[config.mk]
export PLATFORM = sky130hd
export DESIGN_NAME = display_select_ctrl
export DESIGN_NICKNAME = d
export VERILOG_FILES = /design/src/rtl/display_select_ctrl.sv
export SDC_FILE = /design/constraint.sdc
export NUM_CORES = 1
export LEC_CHECK = 0
export BUFFER_PORTS_ARGS = -buffer_cell sky130_fd_sc_hd__buf_2
export CORE_UTILIZATION = 55
export CTS_BUF_LIST = sky130_fd_sc_hd__clkbuf_8
export CTS_CLUSTER_DIAMETER = 120
export DETAILED_ROUTE_END_ITERATION = 16
export GPL_TIMING_DRIVEN = 0
export PLACE_DENSITY = 0.68
export SLEW_MARGIN = 5
export SYNTH_ARGS = -nofsm -noshare
export SYNTH_HDL_FRONTEND = slang
export SYNTH_SLANG_ARGS = --single-unit
[constraint.sdc]
create_clock -name Clock -period 2.8 [get_ports Clock]
set_input_delay 0.14 -clock Clock [delete_from_list [all_inputs] [get_ports Clock]]
set_output_delay 0.14 -clock Clock [all_outputs]
set_load 0.01 [all_outputs]
[src/rtl/display_select_ctrl.sv]
// display_select_ctrl: debug display front end.
// Synchronises and debounces three active-low pushbuttons. It keeps a
// wrap-around source index for the display mux and a display on/off mode.
// Optional feature: define AUTO_SCAN_EN to add a SCAN mode. In SCAN the
// index advances automatically every SCAN_CYCLES cycles.
module display_select_ctrl #(
  parameter int DEBOUNCE_CYCLES = 500000,
  parameter int NUM_SOURCES     = 8,
  parameter int SCAN_CYCLES     = 50000000
) (
  input  logic       Clock,
  input  logic       Reset,
  input  logic       Key_Next_n,
  input  logic       Key_Prev_n,
  input  logic       Key_Show_n,
  output logic [4:0] Display_Select,
  output logic       Display_Enable,
  output logic       Select_Changed
);

  localparam int DB_W = $clog2(DEBOUNCE_CYCLES > 1 ? DEBOUNCE_CYCLES : 2);
  localparam logic [DB_W-1:0] DB_LAST = DB_W'(DEBOUNCE_CYCLES - 1);
  localparam logic [4:0] SEL_LAST = 5'(NUM_SOURCES - 1);

  typedef enum logic [1:0] {MODE_OFF, MODE_ON, MODE_SCAN} mode_t;

  // Key bit order: 0 = next, 1 = prev, 2 = show.
  logic [2:0] key_raw_n;
  logic [2:0] press_ev;
  logic       next_ev, prev_ev, show_ev;

  assign key_raw_n = {Key_Show_n, Key_Prev_n, Key_Next_n};

  generate
    for (genvar gi = 0; gi < 3; gi++) begin : g_key
      logic            sync1_reg, sync2_reg, stable_reg, press_reg;
      logic [DB_W-1:0] cnt_reg;

      // Two-flop synchroniser, then accept a level only after DEBOUNCE_CYCLES
      // consecutive cycles that differ from the debounced state.
      always_ff @(posedge Clock) begin
        if (Reset) begin
          sync1_reg  <= 1'b1;
          sync2_reg  <= 1'b1;
          stable_reg <= 1'b1;
          press_reg  <= 1'b0;
          cnt_reg    <= '0;
        end else begin
          sync1_reg <= key_raw_n[gi];
          sync2_reg <= sync1_reg;
          press_reg <= 1'b0;
          if (sync2_reg == stable_reg) begin
            cnt_reg <= '0;
          end else if (cnt_reg == DB_LAST) begin
            stable_reg <= sync2_reg;
            cnt_reg    <= '0;
            // Only the released->pressed transition is an event.
            press_reg  <= stable_reg;
          end else begin
            cnt_reg <= cnt_reg + DB_W'(1);
          end
        end
      end

      assign press_ev[gi] = press_reg;
    end
  endgenerate

  assign next_ev = press_ev[0];
  assign prev_ev = press_ev[1];
  assign show_ev = press_ev[2];

  logic [4:0] sel_reg, sel_next, sel_inc, sel_dec;
  mode_t      mode_reg;
  logic       enable_reg;
  logic       changed_reg;
  logic       scan_tick;

  assign sel_inc = (sel_reg == SEL_LAST) ? 5'd0 : sel_reg + 5'd1;
  assign sel_dec = (sel_reg == 5'd0) ? SEL_LAST : sel_reg - 5'd1;

`ifdef AUTO_SCAN_EN
  localparam int SC_W = $clog2(SCAN_CYCLES > 1 ? SCAN_CYCLES : 2);
  localparam logic [SC_W-1:0] SCAN_LAST = SC_W'(SCAN_CYCLES - 1);

  logic [SC_W-1:0] timer_reg;

  // A manual step in the same cycle wins over the automatic step.
  assign scan_tick = (mode_reg == MODE_SCAN) && !next_ev && !prev_ev &&
                     (timer_reg == SCAN_LAST);

  // Dwell timer: runs only in SCAN. It restarts on any step or mode change.
  always_ff @(posedge Clock) begin
    if (Reset) begin
      timer_reg <= '0;
    end else if ((mode_reg != MODE_SCAN) || show_ev || next_ev || prev_ev || scan_tick) begin
      timer_reg <= '0;
    end else begin
      timer_reg <= timer_reg + SC_W'(1);
    end
  end
`else
  assign scan_tick = 1'b0;

  // The dwell length has no meaning without the scan state.
  if (SCAN_CYCLES < 1) begin : g_scan_unused
  end
`endif

  // Next-index selection. Simultaneous Next and Prev cancel out.
  always_comb begin
    sel_next = sel_reg;
    if (next_ev && !prev_ev) begin
      sel_next = sel_inc;
    end else if (prev_ev && !next_ev) begin
      sel_next = sel_dec;
    end else if (scan_tick) begin
      sel_next = sel_inc;
    end
  end

  // Index register, change pulse and display-mode FSM with registered enable.
  always_ff @(posedge Clock) begin
    if (Reset) begin
      sel_reg     <= 5'd0;
      changed_reg <= 1'b0;
      mode_reg    <= MODE_OFF;
      enable_reg  <= 1'b1;
    end else begin
      sel_reg     <= sel_next;
      changed_reg <= (sel_next != sel_reg);
      if (show_ev) begin
        case (mode_reg)
          MODE_OFF: begin
            mode_reg   <= MODE_ON;
            enable_reg <= 1'b0;
          end
`ifdef AUTO_SCAN_EN
          MODE_ON: begin
            mode_reg   <= MODE_SCAN;
            enable_reg <= 1'b0;
          end
`endif
          default: begin
            mode_reg   <= MODE_OFF;
            enable_reg <= 1'b1;
          end
        endcase
      end
    end
  end

  assign Display_Select = sel_reg;
  assign Display_Enable = enable_reg;
  assign Select_Changed = changed_reg;

endmodule

# Word-level counts from Yosys, hierarchy flattened
# Cells that the tools add are included.
dict set report op_classes {
  add_sub_neg 5
  n_eq_ne 8
  n_mux 6
  n_bitwise 6
  reduce_logical 15
}
# operator count
set op_table {}
lappend op_table {{$add 19x1->19 const B} 3}
lappend op_table {{$eq 19x19->1 const B} 3}
lappend op_table {{$mux 5} 4}
lappend op_table {{$reduce_or 3->1} 6}
lappend op_table {{$not 1->1} 6}
lappend op_table {{$reduce_and 2->1} 3}
lappend op_table {{$add 5x1->5 const B} 1}
lappend op_table {{$eq 5x3->1 const B} 1}
lappend op_table {{$logic_not 5->1} 1}
lappend op_table {{$ne 5x5->1} 1}
lappend op_table {{$sub 5x1->5 const B} 1}
lappend op_table {{$eq 1x1->1} 3}
lappend op_table {{$logic_and 1x1->1} 2}
lappend op_table {{$logic_not 1->1} 2}
lappend op_table {{$logic_not 2->1} 1}
lappend op_table {{$mux 1} 2}
dict set report word_totals {
  regBits 78
  output_inout_bits 7
  wordCells 59
}

# Logic depth before layout (Yosys ltp)
# Gate-level depths: netlist (run 1).
dict set report logic_depth {
  depth_word 5
  ltp_mapped 6
  mapped_depth_nobuf 6
}

# Worst setup path before layout (run 1)
# No wires, ideal clock.
dict set report synth_timing {
  path_type {flip-flop to flip-flop}
  startpoint {register g_key[2].cnt_reg[5]}
  endpoint {register g_key[2].cnt_reg[12]}
  setup_time_ps 115
  t_arrival_ps 1899
  t_required_ps 2685
  path_slack_ps 786
  path_stages_with_launch 6
  n_path_buf 1
  synth_period_minus_slack_ps 2014
  path_cell_list {dfxtp_1 > or4b_1 > or4_4 > o211ai_4 > buf_8 > nor2_1}
}
dict set report synth_between {
  elab_chain_cells 2
  elab_cells_between_ends 3
}
# element line
set synth_rtl {}
lappend synth_rtl {{start, declared} 37} ;# logic [DB_W-1:0] cnt_reg;
lappend synth_rtl {{start signal, assigned} 60} ;# cnt_reg <= cnt_reg + DB_W'(1);
lappend synth_rtl {{parallel branches: the longest is 2 deep, another holds $add 19x1->19} --}
# Several ways; the timed one is not identified.
# A chain may end at the register's enable or synchronous reset.

# Worst setup path in the final report (run 1)
dict set report layout_timing {
  startpoint {register g_key[0].cnt_reg[0]}
  endpoint {register g_key[0].cnt_reg[16]}
}
dict set report layout_between {
  elab_chain_cells 2
  elab_cells_between_ends 3
}
# element line
set layout_rtl {}
lappend layout_rtl {{start, declared} 37}
lappend layout_rtl {{start signal, assigned} 60}
lappend layout_rtl {{parallel branches: the longest is 2 deep, another holds $add 19x1->19} --}
# Several ways; the timed one is not identified.

==> impl_metrics.ini, run 1 <==
[drt]
vias = 2750
drt_iter0_markers = 101
postRouteWirelength_microns = 6310
vias_per_cell = 5.61
postRouteAntennaNets = 0
drt-wirelength-per-cell_microns = 12.9
drc = 0
detailedRoute.firstPassIterationCount = 4

[grt]
grt_start_max_net_pins = 13
global_route.usage.met1 = 0.270
gr-usage-met3 = 0.0416
grt.busiest_layer = met2
globalRouteTotalUtil = 0.203
overflow = 0
grt_first_pass_wirelength_microns = 10300
antenna_found_initial = 0
use_met2 = 0.316
first_global_vias = 2325

[worst_setup_path]
crit_type = flip-flop to flip-flop
timing.critical_path.depth = 6
worstSetupStartpointType = flip-flop
crit_slowest_cell = sky130_fd_sc_hd__o21ai_1
critical-path-max-stage-delay_ns = 0.48
worstPathCellList = ha_1 -> nand3_1 -> or3_1 -> o21ai_1 -> clkbuf_1 -> nor2_1
crit_path_end_kind = flip-flop
crit_family = simple AND/OR/NAND/NOR gates
cp.arrival_ns = 2.47
path_max_fanout = 10
r2r_cells = 6
critPathBufInv = 1
cp_data_required_time_ns = 3.02

[sta]
clock-skew-final_ns = 0.00859
tns_ns = 0
relSlewSlack = 0.590
fin_crit_sh = 0.805
finalHoldViolCount = 0
max_freq_ghz = 0.444
worst_pin_slew_ns = 0.611
setup_repair_after_global_routing_missed_its_margin = no
post-route-worst-setup-slack_ns = 0.545
total_setup_violations_reported_at_the_end_of_the_flow = 0
slew_viol_final = 0
min_period_ns = 2.25

[die]
design.core.area_sq_mm = 0.00596
pin_count = 12
die-area_sq_mm = 0.00653
placement_rows = 28
initial_core_util = 0.574
die_height_microns = 80.8
die_width_microns = 80.8

[logic_synthesis]
synthesis.instances = 385
synthDistinctLibCells = 47
synth-warning-count = 0
yosys_register_bits = 77
synth_top_cells_by_area = sky130_fd_sc_hd__dfxtp_1, sky130_fd_sc_hd__nor2_1, sky130_fd_sc_hd__xnor2_1
post_synthesis_net_count = 395
post-synth-top-count-cell = sky130_fd_sc_hd__dfxtp_1
ys_seq_area_frac = 0.451
synthesis.area_per_instance_sq_um = 8.88
synth_commonest_cells = sky130_fd_sc_hd__dfxtp_1, sky130_fd_sc_hd__nor2_1, sky130_fd_sc_hd__xnor2_1, sky130_fd_sc_hd__nand3_1, sky130_fd_sc_hd__xor2_1
synth-async-reset-ratio = 0
yosys.area.top_type_share = 0.451
synthDominantAreaCellType = sky130_fd_sc_hd__dfxtp_1
synth_ff_type = sky130_fd_sc_hd__dfxtp_1
number_of_flops_mapped_to_enable_cells_by_yosys = 0
syn-cell-area_sq_mm = 0.00342

[clock_tree]
cts.root.buffer_cell = sky130_fd_sc_hd__clkbuf_8
post-cts-setup-buffer-count = 0
htreeDepth = 3
clock_latency_ns = 0.34
cts.clk_slew.worst_paths_ns = 0.08
cts_tree = built
clkSinkCount = 77
cts_made_buffers = 9
ctsLongestPathBuffers = 2

[min_path]
hold_class = primary input to flip-flop
hold-path-cell-count = 3

[place]
pre_cts_ws_ns = 0.538
io_buffers = 11
place.detailed.instances = 471
final_hpwl_from_detailed_placement_microns = 4410
dpl-instance-area_sq_mm = 0.00357
place.gp.congestion = 0.827

[layout]
finalInstanceArea_sq_mm = 0.00382
finish.net_count = 420
instances_no_fill = 490
largest_reg_flops = 57
fill_cells = 529
area_growth_pct = 11.8
drive_above_1_share = 0.0964
num_antenna_cells = 0

[power_and_ir_drop]
p_total_mw = 2.07
power-per-cell-area_mw_per_mm2 = 541
static-leakage-power_nw = 1.21
vdd.ir_drop.worst_uv = 336

[job]
drv_cap = 0

[run_status]
run_status = finished, final reports clean
final cells by class:
cell class,count,area (sq um),area share
Inverter,14,52.6,0.0138
Tap cell,75,93.8,0.0246
Multi-Input combinational cell,282,1770,0.462
Clock buffer,11,151,0.0396
Timing Repair Buffer,14,85.1,0.0223
Sequential cell,77,1540,0.403
Clock inverter,5,73.8,0.0193
Buffer,12,56.3,0.0147
kinds of logic (layout without fill, tap and decap cells):
| kind of cell | after synthesis | in the layout | synth area share |
|---|---|---|---|
| XOR/XNOR | 47 | 47 | 0.120 |
| adder cells (fa/ha/maj) | 5 | 5 | 0.0183 |
| buffers and inverters | 26 | 56 | 0.0319 |
| flip-flops | 77 | 77 | 0.451 |
| AND/OR/NAND/NOR | 192 | 192 | 0.297 |
| AO/OA/AOI/OAI | 33 | 33 | 0.0663 |
| multiplexers | 5 | 5 | 0.0146 |
worst reg2reg max path: stages (launching register included):
cell	delay [ns]
sky130_fd_sc_hd__dfxtp_1	0.37
sky130_fd_sc_hd__ha_1	0.21
sky130_fd_sc_hd__nand3_1	0.19
sky130_fd_sc_hd__or3_1	0.37
sky130_fd_sc_hd__o21ai_1	0.48
sky130_fd_sc_hd__clkbuf_1	0.42
sky130_fd_sc_hd__nor2_1	0.09
cell usage in the layout, fill, tap and decap left out, types with 2 or more instances in the layout:
master	Yosys	layout
sky130_fd_sc_hd__or3_1	3	3
sky130_fd_sc_hd__xor2_1	20	20
sky130_fd_sc_hd__or4_1	4	4
sky130_fd_sc_hd__nand2_1	17	17
sky130_fd_sc_hd__inv_1	14	15
sky130_fd_sc_hd__clkbuf_1	11	11
sky130_fd_sc_hd__and4_1	6	6
sky130_fd_sc_hd__o21ai_1	2	2
sky130_fd_sc_hd__xnor2_1	27	27
sky130_fd_sc_hd__clkinv_2	0	2
sky130_fd_sc_hd__nand2b_1	2	2
sky130_fd_sc_hd__dfxtp_1	77	77
sky130_fd_sc_hd__nand3_1	24	24
sky130_fd_sc_hd__nor4_1	10	10
sky130_fd_sc_hd__dlygate4sd3_1	0	3
sky130_fd_sc_hd__a31oi_1	4	4
sky130_fd_sc_hd__nand4bb_1	2	2
sky130_fd_sc_hd__or4b_1	2	2
sky130_fd_sc_hd__a21oi_1	10	10
sky130_fd_sc_hd__nor3_1	11	11
sky130_fd_sc_hd__mux2i_1	5	5
sky130_fd_sc_hd__or2_2	6	6
sky130_fd_sc_hd__bufinv_16	0	2
sky130_fd_sc_hd__o31ai_1	2	2
sky130_fd_sc_hd__and3_1	6	6
sky130_fd_sc_hd__o21ai_0	5	5
sky130_fd_sc_hd__clkbuf_8	0	11
sky130_fd_sc_hd__buf_2	0	11
sky130_fd_sc_hd__ha_1	5	5
sky130_fd_sc_hd__nor4b_1	4	4
sky130_fd_sc_hd__nor2_1	67	67
sky130_fd_sc_hd__nand4_1	19	19
layer usage:
metal	routed length [microns]	share of wire
met4	80	0.013
met3	216	0.034
met1	3230	0.51
met2	2790	0.44
met5	0	0
worst paths after layout:
path	startpoint	end	slack, ns
worst max-delay path	g_key[0].cnt_reg[0]$_SDFF_PP0_	g_key[0].cnt_reg[16]$_SDFF_PP0_	0.55
worst min-delay path	Reset	Display_Enable$_SDFFE_PP1P_	0.13
worst max register to register	g_key[0].cnt_reg[0]$_SDFF_PP0_	g_key[0].cnt_reg[16]$_SDFF_PP0_	0.55
worst min register to register	g_key[1].sync1_reg$_SDFF_PP1_	g_key[1].sync2_reg$_SDFF_PP1_	0.42
repair_timing:
item,4_1_cts,5_1_grt
hold buffers,3,0
setup endpoints to repair,0,0
endpoints found under the hold margin,3,0
resized for setup,0,0
through the flow:
step | util | hold WS [ns]
3_3_place_gp | 0.599 | 0.331
6_report | 0.642 | 0.131
5_1_grt | 0.642 | 0.126
3_5_place_dp | 0.599 | 0.329
4_1_cts | 0.642 | 0.114
2_1_floorplan | - | 0.244
power by group:
part,switching [mW],total (mW),internal [mW]
Clock,0.388,0.933,0.545
Combinational,0.0174,0.0305,0.0130
Sequential,0.00284,1.10,1.10
Note: power is estimated with default switching activity, not from simulation.
==> run 2, diff against run 1 <==
Settings changed: PLACE_DENSITY 0.68 to 0.71.
Clock period 2.8 ns to 1.9 ns, I/O delays scaled along.
==> run 2 against run 1 <==
Compared with the run above: power up 34%; core utilization grew 3.4 points; global-route usage increased by 1.4 points; sequential share of layout area decreased by 1.6 points; the flow now finishes with violations (negative setup slack); largest power group unchanged; die area is the same; non-clock buffer count up 12; wire length up 6.1%; register-to-register slack lost 0.74 ns; combinational power increased by 82%; critical path depth did not move; cell count increased by 2.4%.
==> impl_metrics.ini, run 2 (same netlist as run 1, synthesis figures left out) <==
[run_status]
run_status = finished with violations
violations = negative setup slack

[die]
die_height_microns = 80.8
pin_count = 12
placement_rows = 28
die_width_microns = 80.8
die-area_sq_mm = 0.00653
initial_core_util = 0.574
design.core.area_sq_mm = 0.00596

[sta]
worst_pin_slew_ns = 0.466
slew_viol_final = 0
setup_repair_after_global_routing_missed_its_margin = yes
max_freq_ghz = 0.477
total_setup_violations_reported_at_the_end_of_the_flow = 21
relSlewSlack = 0.687
min_period_ns = 2.10
finalHoldViolCount = 0
post-route-worst-setup-slack_ns = -0.196
tns_ns = -2.76
clock-skew-final_ns = 0.00698
fin_crit_sh = 1.10
final.hold.worst_slack_ns = 0.0757

[layout]
drive_above_1_share = 0.211
largest_reg_flops = 57
fin_util = 0.676
num_antenna_cells = 0
mostFrequentLayoutCell = sky130_fd_sc_hd__dfxtp_1
layout_common_cells = sky130_fd_sc_hd__dfxtp_1, sky130_fd_sc_hd__nor2_1, sky130_fd_sc_hd__xnor2_1, sky130_fd_sc_hd__nand3_1, sky130_fd_sc_hd__xor2_1
area_growth_pct = 17.8
fill_cells = 496
finish.net_count = 432
instances_no_fill = 502

[worst_setup_path]
cp.arrival_ns = 2.32
critPathBufInv = 2
crit_path_frequent_cell = sky130_fd_sc_hd__buf_6
crit_type = flip-flop to flip-flop
critical-path-max-stage-delay_ns = 0.55
cp_data_required_time_ns = 2.13
crit_slowest_cell = sky130_fd_sc_hd__or4_4
worstSetupStartpointType = flip-flop
crit_family = simple AND/OR/NAND/NOR gates
path_max_fanout = 4
crit_path_end_kind = flip-flop
worstPathCellList = or4b_4 -> or4_4 -> o211ai_4 -> buf_6 -> buf_6 -> a21oi_2

[clock_tree]
cts.clk_slew.worst_paths_ns = 0.08
clock_latency_ns = 0.34
cts.root.buffer_cell = sky130_fd_sc_hd__clkbuf_8
cts_made_buffers = 9
ctsLongestPathBuffers = 2
cts_tree = built
htreeDepth = 3
clkSinkCount = 77

[drt]
postRouteWirelength_microns = 6690
detailedRoute.firstPassIterationCount = 4
drt_iter0_markers = 105
highest_layer = met4
postRouteAntennaNets = 0
drc = 0
vias_per_cell = 5.61
vias = 2818
drt-wirelength-per-cell_microns = 13.3
wirelength_met1_microns = 3350
wl_met2_microns = 3120
route.met3.wl_microns = 211

[grt]
overflow = 0
grt_start_max_net_pins = 14
antenna_found_initial = 0
first_global_vias = 2422
globalRouteTotalUtil = 0.217
grt_first_pass_wirelength_microns = 11000

[min_path]
hold_class = primary input to flip-flop

[job]
drv_cap = 0

[place]
pre_cts_ws_ns = -0.445
io_buffers = 11
place.gp.congestion = 0.836
final_hpwl_from_detailed_placement_microns = 4320
place.detailed.instances = 471

[power_and_ir_drop]
vdd.ir_drop.worst_uv = 478
power-per-cell-area_mw_per_mm2 = 688
static-leakage-power_nw = 1.27
-- run 2: final timing paths --
| check | from | end | slack (ns) | cells after the start |
|---|---|---|---|---|
| setup / recovery | g_key[2].cnt_reg[10]$_SDFF_PP0_ | g_key[2].cnt_reg[18]$_SDFF_PP0_ | -0.20 | 6 |
| hold / removal | Reset | Display_Enable$_SDFFE_PP1P_ | 0.08 | 3 |
| setup reg to reg | g_key[2].cnt_reg[10]$_SDFF_PP0_ | g_key[2].cnt_reg[18]$_SDFF_PP0_ | -0.20 | 6 |
| hold reg to reg | g_key[0].sync1_reg$_SDFF_PP1_ | g_key[0].sync2_reg$_SDFF_PP1_ | 0.41 | 1 |
-- run 2: final cells by class --
type                    instances  area [sq um]  area share
repair buffers                 28           213      0.0529
clock buffers                  10           138      0.0342
clock inverters                 6          38.8     0.00964
flip-flops and latches         77          1560       0.387
plain buffers                  10          51.3      0.0127
multi-input cells             282          1880       0.467
well taps                      75          93.8      0.0233
inverters                      14          52.6      0.0131
-- run 2: what timing repair did --
item                                    CTS  global route
cloned                                    1             0
endpoints found under the setup margin   46            43
pin swaps                                10             6
buffers inserted                          9             6
endpoints found under the hold margin     3             0
resized for setup                        26            26
hold buffers                              3             0
-- run 2: routing by layer --
metal / vias to the layer above / global-route usage
li1: 1434 / -
met1: 1324 / 0.283
met2: 58 / 0.348
met3: 2 / 0.0674
met4: 0 / 0.0554
met5: - / 0
-- run 2: power breakdown --
| part | internal (mW) | total [mW] | switching (mW) |
|---|---|---|---|
| Clock | 0.505 | 1.09 | 0.590 |
| Combinational | 0.0258 | 0.0554 | 0.0296 |
| Sequential | 1.62 | 1.62 | 0.00422 |
-- run 2: through the flow --
stage | total power [mW] | instance area (sq um)
4_1_cts | 2.82 | 3940
3_3_place_gp | 1.70 | 3570
3_5_place_dp | 1.70 | 3570
5_1_grt | 2.88 | 4020
2_1_floorplan | 1.69 | 3420
6_report | 2.77 | 4020
-- run 2: tightest hold or removal path, delay by kind of cell --
family	cells	cell delay (ns)
buffers and inverters	2	0.23
AND/OR/NAND/NOR	1	0.06
